$ cat src/rtl/uart_alu_sequencer.sv
// Byte-serial ALU transaction sequencer: collects A, B and opcode from the UART receiver,
// presents them to a combinational ALU and launches transmission of the result.
module uart_alu_sequencer #(
    parameter int DBIT    = 8,
    parameter int NB_OP   = 6,
    parameter int TIMEOUT = 50000
) (
    input  logic             clk,
    input  logic             reset,
    input  logic             rx_done_tick,
    input  logic [DBIT-1:0]  rx_data,
    input  logic [DBIT-1:0]  alu_result,
    input  logic             tx_done_tick,
    output logic [DBIT-1:0]  alu_a,
    output logic [DBIT-1:0]  alu_b,
    output logic [NB_OP-1:0] alu_op,
    output logic             tx_start,
    output logic [DBIT-1:0]  tx_data,
    output logic             busy,
    output logic             op_done,
    output logic             timeout_err,
    output logic             rx_overrun,
    output logic [4:0]       state
);

    typedef enum logic [4:0] {
        WAIT_A  = 5'b00001,
        WAIT_B  = 5'b00010,
        WAIT_OP = 5'b00100,
        SEND    = 5'b01000,
        WAIT_TX = 5'b10000
    } state_e;

    // A zero TIMEOUT still needs a legal one-bit timer; it simply never counts.
    localparam int TW = (TIMEOUT > 0) ? $clog2(TIMEOUT + 1) : 1;
    localparam logic [TW-1:0] TIMER_LAST = (TIMEOUT > 0) ? TW'(TIMEOUT - 1) : '0;
    localparam logic [TW-1:0] TIMER_ONE  = TW'(1);

    state_e            state_q;
    logic [TW-1:0]     timer_q;
    logic [DBIT-1:0]   alu_a_q;
    logic [DBIT-1:0]   alu_b_q;
    logic [NB_OP-1:0]  alu_op_q;
    logic [DBIT-1:0]   tx_data_q;
    logic              tx_start_q;
    logic              op_done_q;
    logic              timeout_err_q;
    logic              rx_overrun_q;

    logic timer_expired;
    assign timer_expired = (TIMEOUT != 0) && (timer_q == TIMER_LAST);

    // NOTE: all state updates use non-blocking assignments so every register samples
    // the pre-edge values, independent of statement order inside this block.
    always_ff @(posedge clk) begin
        if (reset) begin
            state_q       <= WAIT_A;
            timer_q       <= '0;
            alu_a_q       <= '0;
            alu_b_q       <= '0;
            alu_op_q      <= '0;
            tx_data_q     <= '0;
            tx_start_q    <= 1'b0;
            op_done_q     <= 1'b0;
            timeout_err_q <= 1'b0;
            rx_overrun_q  <= 1'b0;
        end else begin
            tx_start_q    <= 1'b0;
            op_done_q     <= 1'b0;
            timeout_err_q <= 1'b0;
            case (state_q)
                WAIT_A: begin
                    timer_q <= '0;
                    if (rx_done_tick) begin
                        alu_a_q <= rx_data;
                        state_q <= WAIT_B;
                    end
                end
                WAIT_B, WAIT_OP: begin
                    // A byte landing in the expiry cycle wins over the timeout.
                    if (rx_done_tick) begin
                        timer_q <= '0;
                        if (state_q == WAIT_B) begin
                            alu_b_q <= rx_data;
                            state_q <= WAIT_OP;
                        end else begin
                            alu_op_q <= rx_data[NB_OP-1:0];
                            state_q  <= SEND;
                        end
                    end else if (timer_expired) begin
                        timer_q       <= '0;
                        timeout_err_q <= 1'b1;
                        state_q       <= WAIT_A;
                    end else if (TIMEOUT != 0) begin
                        timer_q <= timer_q + TIMER_ONE;
                    end
                end
                SEND: begin
                    tx_data_q  <= alu_result;
                    tx_start_q <= 1'b1;
                    timer_q    <= '0;
                    state_q    <= WAIT_TX;
                    if (rx_done_tick) begin
                        rx_overrun_q <= 1'b1;
                    end
                end
                WAIT_TX: begin
                    if (rx_done_tick) begin
                        rx_overrun_q <= 1'b1;
                    end
                    if (tx_done_tick) begin
                        op_done_q <= 1'b1;
                        state_q   <= WAIT_A;
                    end
                end
                default: begin
                    timer_q <= '0;
                    state_q <= WAIT_A;
                end
            endcase
        end
    end

    assign alu_a       = alu_a_q;
    assign alu_b       = alu_b_q;
    assign alu_op      = alu_op_q;
    assign tx_start    = tx_start_q;
    assign tx_data     = tx_data_q;
    assign op_done     = op_done_q;
    assign timeout_err = timeout_err_q;
    assign rx_overrun  = rx_overrun_q;
    assign state       = state_q;
    assign busy        = (state_q != WAIT_A);

endmodule
$ cat config.mk
export PLATFORM = sky130hd
export DESIGN_NAME = uart_alu_sequencer
export DESIGN_NICKNAME = d
export VERILOG_FILES = /design/src/rtl/uart_alu_sequencer.sv
export SDC_FILE = /design/constraint.sdc
export NUM_CORES = 1
export LEC_CHECK = 0
export ABC_AREA = 1
export BUFFER_PORTS_ARGS = -buffer_cell sky130_fd_sc_hd__buf_2
export CELL_PAD_IN_SITES_DETAIL_PLACEMENT = 1
export CELL_PAD_IN_SITES_GLOBAL_PLACEMENT = 1
export CORE_UTILIZATION = 42
export CTS_BUF_LIST = sky130_fd_sc_hd__clkbuf_4 sky130_fd_sc_hd__clkbuf_8
export DETAILED_ROUTE_END_ITERATION = 12
export PLACE_DENSITY_LB_ADDON = 0.1
export SLEW_MARGIN = 15
export SYNTH_ARGS = -nofsm -noshare
export SYNTH_HDL_FRONTEND = slang
export SYNTH_SLANG_ARGS = --single-unit
$ cat constraint.sdc
create_clock -name clk -period 4.15 [get_ports clk]
set_input_delay 0.83 -clock clk [delete_from_list [all_inputs] [get_ports clk]]
set_output_delay 0.83 -clock clk [all_outputs]
set_load 0.01 [all_outputs]
======== Word-level counts from Yosys, hierarchy flattened ========
Cells that the tools add are included.
word-level totals
  flip-flop bits (word level) ............. 55
  latch bits .............................. 0
  memory bits (writable) .................. 0
  memory bits (read-only) ................. 0
  input port bits ......................... 20
  output and inout port bits .............. 40
  word-level logic and storage cells ...... 45
  memories ................................ 0
operators by class
  $add $sub $neg .......................... 1
  multipliers ............................. 0
  divide/modulo/power cells ............... 0
  $lt $le $gt $ge ......................... 0
  eq/ne operators ......................... 10
  shift operators ......................... 0
  muxes and demuxes ....................... 12
  bitwise logic cells ..................... 3
  reduce and logical (&&, ||, !) cells .... 9
operators by type and width
  kind                                                             count
  16-bit two-way mux                                               2
  16-bit one-hot mux with 2 select lines                           1
  5-bit two-way mux                                                4
  5-bit one-hot mux with 4 select lines                            1
  16-bit by 1-bit adder with 16-bit output, second input constant  1
  16-bit == test, second input constant                            1
  3-bit AND reduction                                              3
  2-bit OR reduction                                               3
  5-bit by 1-bit == test with 1-bit output, second input constant  1
  5-bit by 2-bit == test with 1-bit output, second input constant  1
  5-bit by 3-bit == test with 1-bit output, second input constant  1
  5-bit by 4-bit == test with 1-bit output, second input constant  1
  5-bit == test, second input constant                             1
  5-bit by 1-bit != test with 1-bit output, second input constant  1
  4-bit two-way mux                                                1
  2-bit != test, second input constant                             2
  2-bit AND reduction                                              2
  1-bit two-way mux                                                3
  3-bit != test, second input constant                             1
  1-bit NOT                                                        3
  3-bit OR reduction                                               1

======== Longest topological paths before layout ========
  depth in word-level cells ............... 4
  mapped depth ............................ 10
  gate-level depth less buffers ........... 10

======== Worst setup path after synthesis ========
Ideal clock, no wire load.
  path type ............................... input port to flip-flop
  from .................................... in rx_done_tick
  to ...................................... reg alu_op_q[0] (netlist: alu_op[0])
  library setup time ...................... 0.119 ns
  arrival time ............................ 1.448 ns
  data required time ...................... 4.031 ns
  slack ................................... 2.582 ns
  cell stages on the path ................. 5
  path buffers ............................ 2
  cells stage by stage .................... buf_2 nand3_1 buf_6 o21ai_0 a21oi_1
between the ends
  longest elaborated chain between the ends .. 1
RTL lines
  item                                  RTL line  text
  start, declared                       10        input logic rx_done_tick,
  3-bit AND reduction (no source line)  --
  end signal, assigned                  87        alu_op_q <= rx_data[NB_OP-1:0];
  end, declared                         43        logic [NB_OP-1:0] alu_op_q;
No other way between the ends.
A chain may end at the register's enable or synchronous reset.

======== Worst setup path after layout ========
  from .................................... reg state_q[0] (netlist: state[0])
  to ...................................... out busy
between the ends
  longest elaborated chain between the ends .. 1
RTL lines
  item                                      RTL line  text
  start, declared                           39        state_e state_q;
  start signal, assigned                    57        state_q <= WAIT_A;
  start signal, assigned                    76        state_q <= WAIT_B;
  start signal, assigned                    85        state_q <= WAIT_OP;
  5-bit by 1-bit != test with 1-bit output  133       assign busy = (state_q != WAIT_A);
  end, declared                             19        output logic busy,
No other way between the ends.

==> impl_metrics.csv <==
group,metric,value,unit
outcome,status,"completed",
setup_path,timing.critical_path.fanout_max,4,
timing,setup_viol,0,
global_route,initial_antenna_violation_count,0,
timing,fmaxAchievable,473.8,MHz
global_route,grt_pass1_vias,2274,
routing,postRouteAntennaNets,0,
pwr,seqPwrFrac,0.469,
clocking,setup_fix_buffers_added_after_clock_tree_synthesis,0,
clocking,cts_max_level,2,
routing,finalWirelength,6194,um
synth,synth.yosys.warnings,0,
pwr,share_clk_of_total_power,0.286,
setup_path,end_kind,"output port",
floorplan,initial_util,0.4467,
placement,port-buffer-count,59,
setup_path,cp-start-kind,"flip-flop",
setup_path,critical-path-slowest-cell,"dfxtp_1",
cells_and_area,final_util,0.5320,
timing,setup_tns,0,ps
pwr,sw_frac_of_total,0.3339,
cells_and_area,antenna-diode-count,0,
synth,yosysSeqAreaShare,0.4706,
timing,unrepaired_setup_endpoints_after_global_routing,"false",
setup_path,timing.setup.critical_path_class,"flip-flop to output port",
global_route,grt.overflow.total,0,
pwr,p_int,0.0008709,W
pwr,combinationalPowerShare,0.245,
cells_and_area,final_cell_count_no_fill,440,
run,max_cap_viol_count,0,
pwr,power_density,469.2,nW/um^2
routing,first_pass_iters,4,
clocking,worst_setup_hold_path_clk_slew,110,ps
synth,syn-cell-area,2340,sq um
floorplan,floorplan.die_area,5873,sq um
global_route,largest_net_degree_at_the_start_of_global_routing,25,
timing,finalHoldViolCount,0,
pwr,p_sw,0.0004366,W
timing,period_needed,2111,ps
routing,routedWlPerCell,14.08,um
timing,slew-limit-headroom,0.5895,
routing,detail_route.iter0.violations,64,
setup_path,worst_ep_arrival,1280,ps
synth,synth-seq-cells,55,
clocking,maximum_buffer_depth_of_the_clock_tree,2,
floorplan,rows,26,
floorplan,core-area,5238,sq um
cells_and_area,areaGrowthSynthToFinish,19.09,%
floorplan,floorplan.die.height,76.64,um
clocking,cts-root-buf,"clkbuf_8",
global_route,grt_use_total,0.2270,
cells_and_area,layout_commonest_cell,"buf_2",
placement,globalplace.congestion,0.8538,
routing,vias,2225,
timing,worst_margin_pin_slew,614.0,ps
routing,residual_drc_count,0,
worst_hold_path,min_path_type,"flip-flop to flip-flop",
timing,timing.final.crit_share,0.5086,
clocking,hold_buffers,0,
clocking,cts_resized,0,
cells_and_area,nNetsFinal,390,
timing,final-max-slew-violation-count,0,
cells_and_area,fraction_of_final_layout_cells_sized_beyond_drive_strength_1,0.2216,
placement,dpl_cells,432,
routing,viasPerCell,5.057,
floorplan,top_level_ports,60,
global_route,first_pass_grt_wire_length,10610,um
synth,synthesis.nets,333,
timing,finClkSkew,4.026,ps
setup_path,timing.critical_path.slowest_cell_delay,420,ps
placement,post_dp_cell_area,2670,sq um
pwr,power.leakage,1.221,nW
setup_path,crit_path_cell_trace,"inv_1 -> nor2_1 -> nand3_1 -> buf_2",
synth,synth.area.top_cells,"dfxtp_1 47%, nand2_1 8.8%, a21oi_1 7.7%, nor2_1 6.1%, inv_1 5.8%",
placement,place_hpwl,4548,um
cells_and_area,post-route-cell-area,2786,sq um
synth,post-synth-top-area-fraction,0.4706,
floorplan,fp.dieW,76.64,um
clocking,cts_inserted_buffers,5,
clocking,tritoncts_num_sinks,55,
setup_path,worstPathRequired,3320,ps
synth,ys_types,28,
cells_and_area,final_cell_mix,"59 x buf_2, 55 x nand2_1, 55 x dfxtp_1",
timing,hold_ws,447.7,ps
synth,synth_top_area_cell,"dfxtp_1",
pwr,vdd_drop_max,0.2546,mV
clocking,clk_latency,310,ps
synth,avgSynthCellArea,7.499,sq um
synth,gate_count_after_technology_mapping,312,
clocking,cts_tree,"built",
cell families (layout without fill, tap and decap cells):
kind of cell	after synthesis	count (layout)	share of synthesized area
AOI/OAI and AO/OA	55	55	0.1193
buffers and inverters	48	106	0.08502
xor gates and xnor gates	9	9	0.03369
and+or+nand+nor	143	143	0.2818
adders and majority gates	1	1	0.005347
DFF	55	55	0.4706
muxes	1	1	0.004278
Yosys cell counts, drive strengths merged:
cell and n:
nand3 26, dfxtp 55, mux2i 1, or2 1, nand2 59, a21oi 36, nor3 6, o22ai 1
nand4 8, and3 1, nor2 42, clkbuf 4, ha 1, xor2 8, o21ai 17, inv 39
xnor2 1, o21bai 1, buf 5
power groups by stage:
| stage | combinational [W] | sequential, W | clock, W |
|---|---|---|---|
| floorplan | 0.000189 | 0.000642 | 0 |
| global placement | 0.000309 | 0.000623 | 0 |
| CTS | 0.000323 | 0.000613 | 0.000378 |
| global route | 0.000363 | 0.000619 | 0.000403 |
| finish | 0.000321 | 0.000613 | 0.000374 |
| detailed placement | 0.000319 | 0.000624 | 0 |
sequential cells by signal, summed over array words and instances, names as in the netlist:
| register | flops |
|---|---|
| timer_q | 16 |
| alu_a | 8 |
| alu_b | 8 |
| tx_data | 8 |
| alu_op | 6 |
| state | 5 |
| op_done | 1 |
| rx_overrun | 1 |
| timeout_err | 1 |
| tx_start | 1 |
routing by layer:
layer  track usage  vias to the layer above  share of wire
li1              -                     1120              -
met1        0.3007                     1042           0.48
met2        0.3685                       51           0.47
met3       0.04311                       12          0.031
met4       0.07885                        0          0.019
met5             0                        -              0
final timing paths:
kind             from       end  slack, ps  depth (start not counted)
max          state[0]      busy       2040                          4
min          alu_b[3]  alu_b[3]        450                          2
max reg2reg  state[0]  state[1]       2320                         10
min reg2reg  alu_b[3]  alu_b[3]        450                          2
final cells by class:
class                           count  area [sq um]
Clock buffer                        5         68.82
Clock inverter                      3         47.55
Fill cell                         701          2451
Inverter                           39         146.4
Multi-Input combinational cell    209          1040
Sequential cell                    55          1101
Tap cell                           70         87.58
Timing Repair Buffer               59         295.3
critical path: cells and delay by family, from the launching register on:
family	cells	cell delay (ps)
flops	1	420
simple gates	2	300
buf+inv	2	250
stage by stage:
| stage | setup WS (ps) | power (W) |
|---|---|---|
| final | 2039 | 0.001307 |
| after global routing | 1950 | 0.001385 |
| after CTS | 2036 | 0.001314 |
| after detailed placement | 1914 | 0.0009428 |
| after global placement | 2082 | 0.0009325 |
| after floorplan | 2582 | 0.0008302 |
No activity file was read; power rests on OpenSTA's default activity.
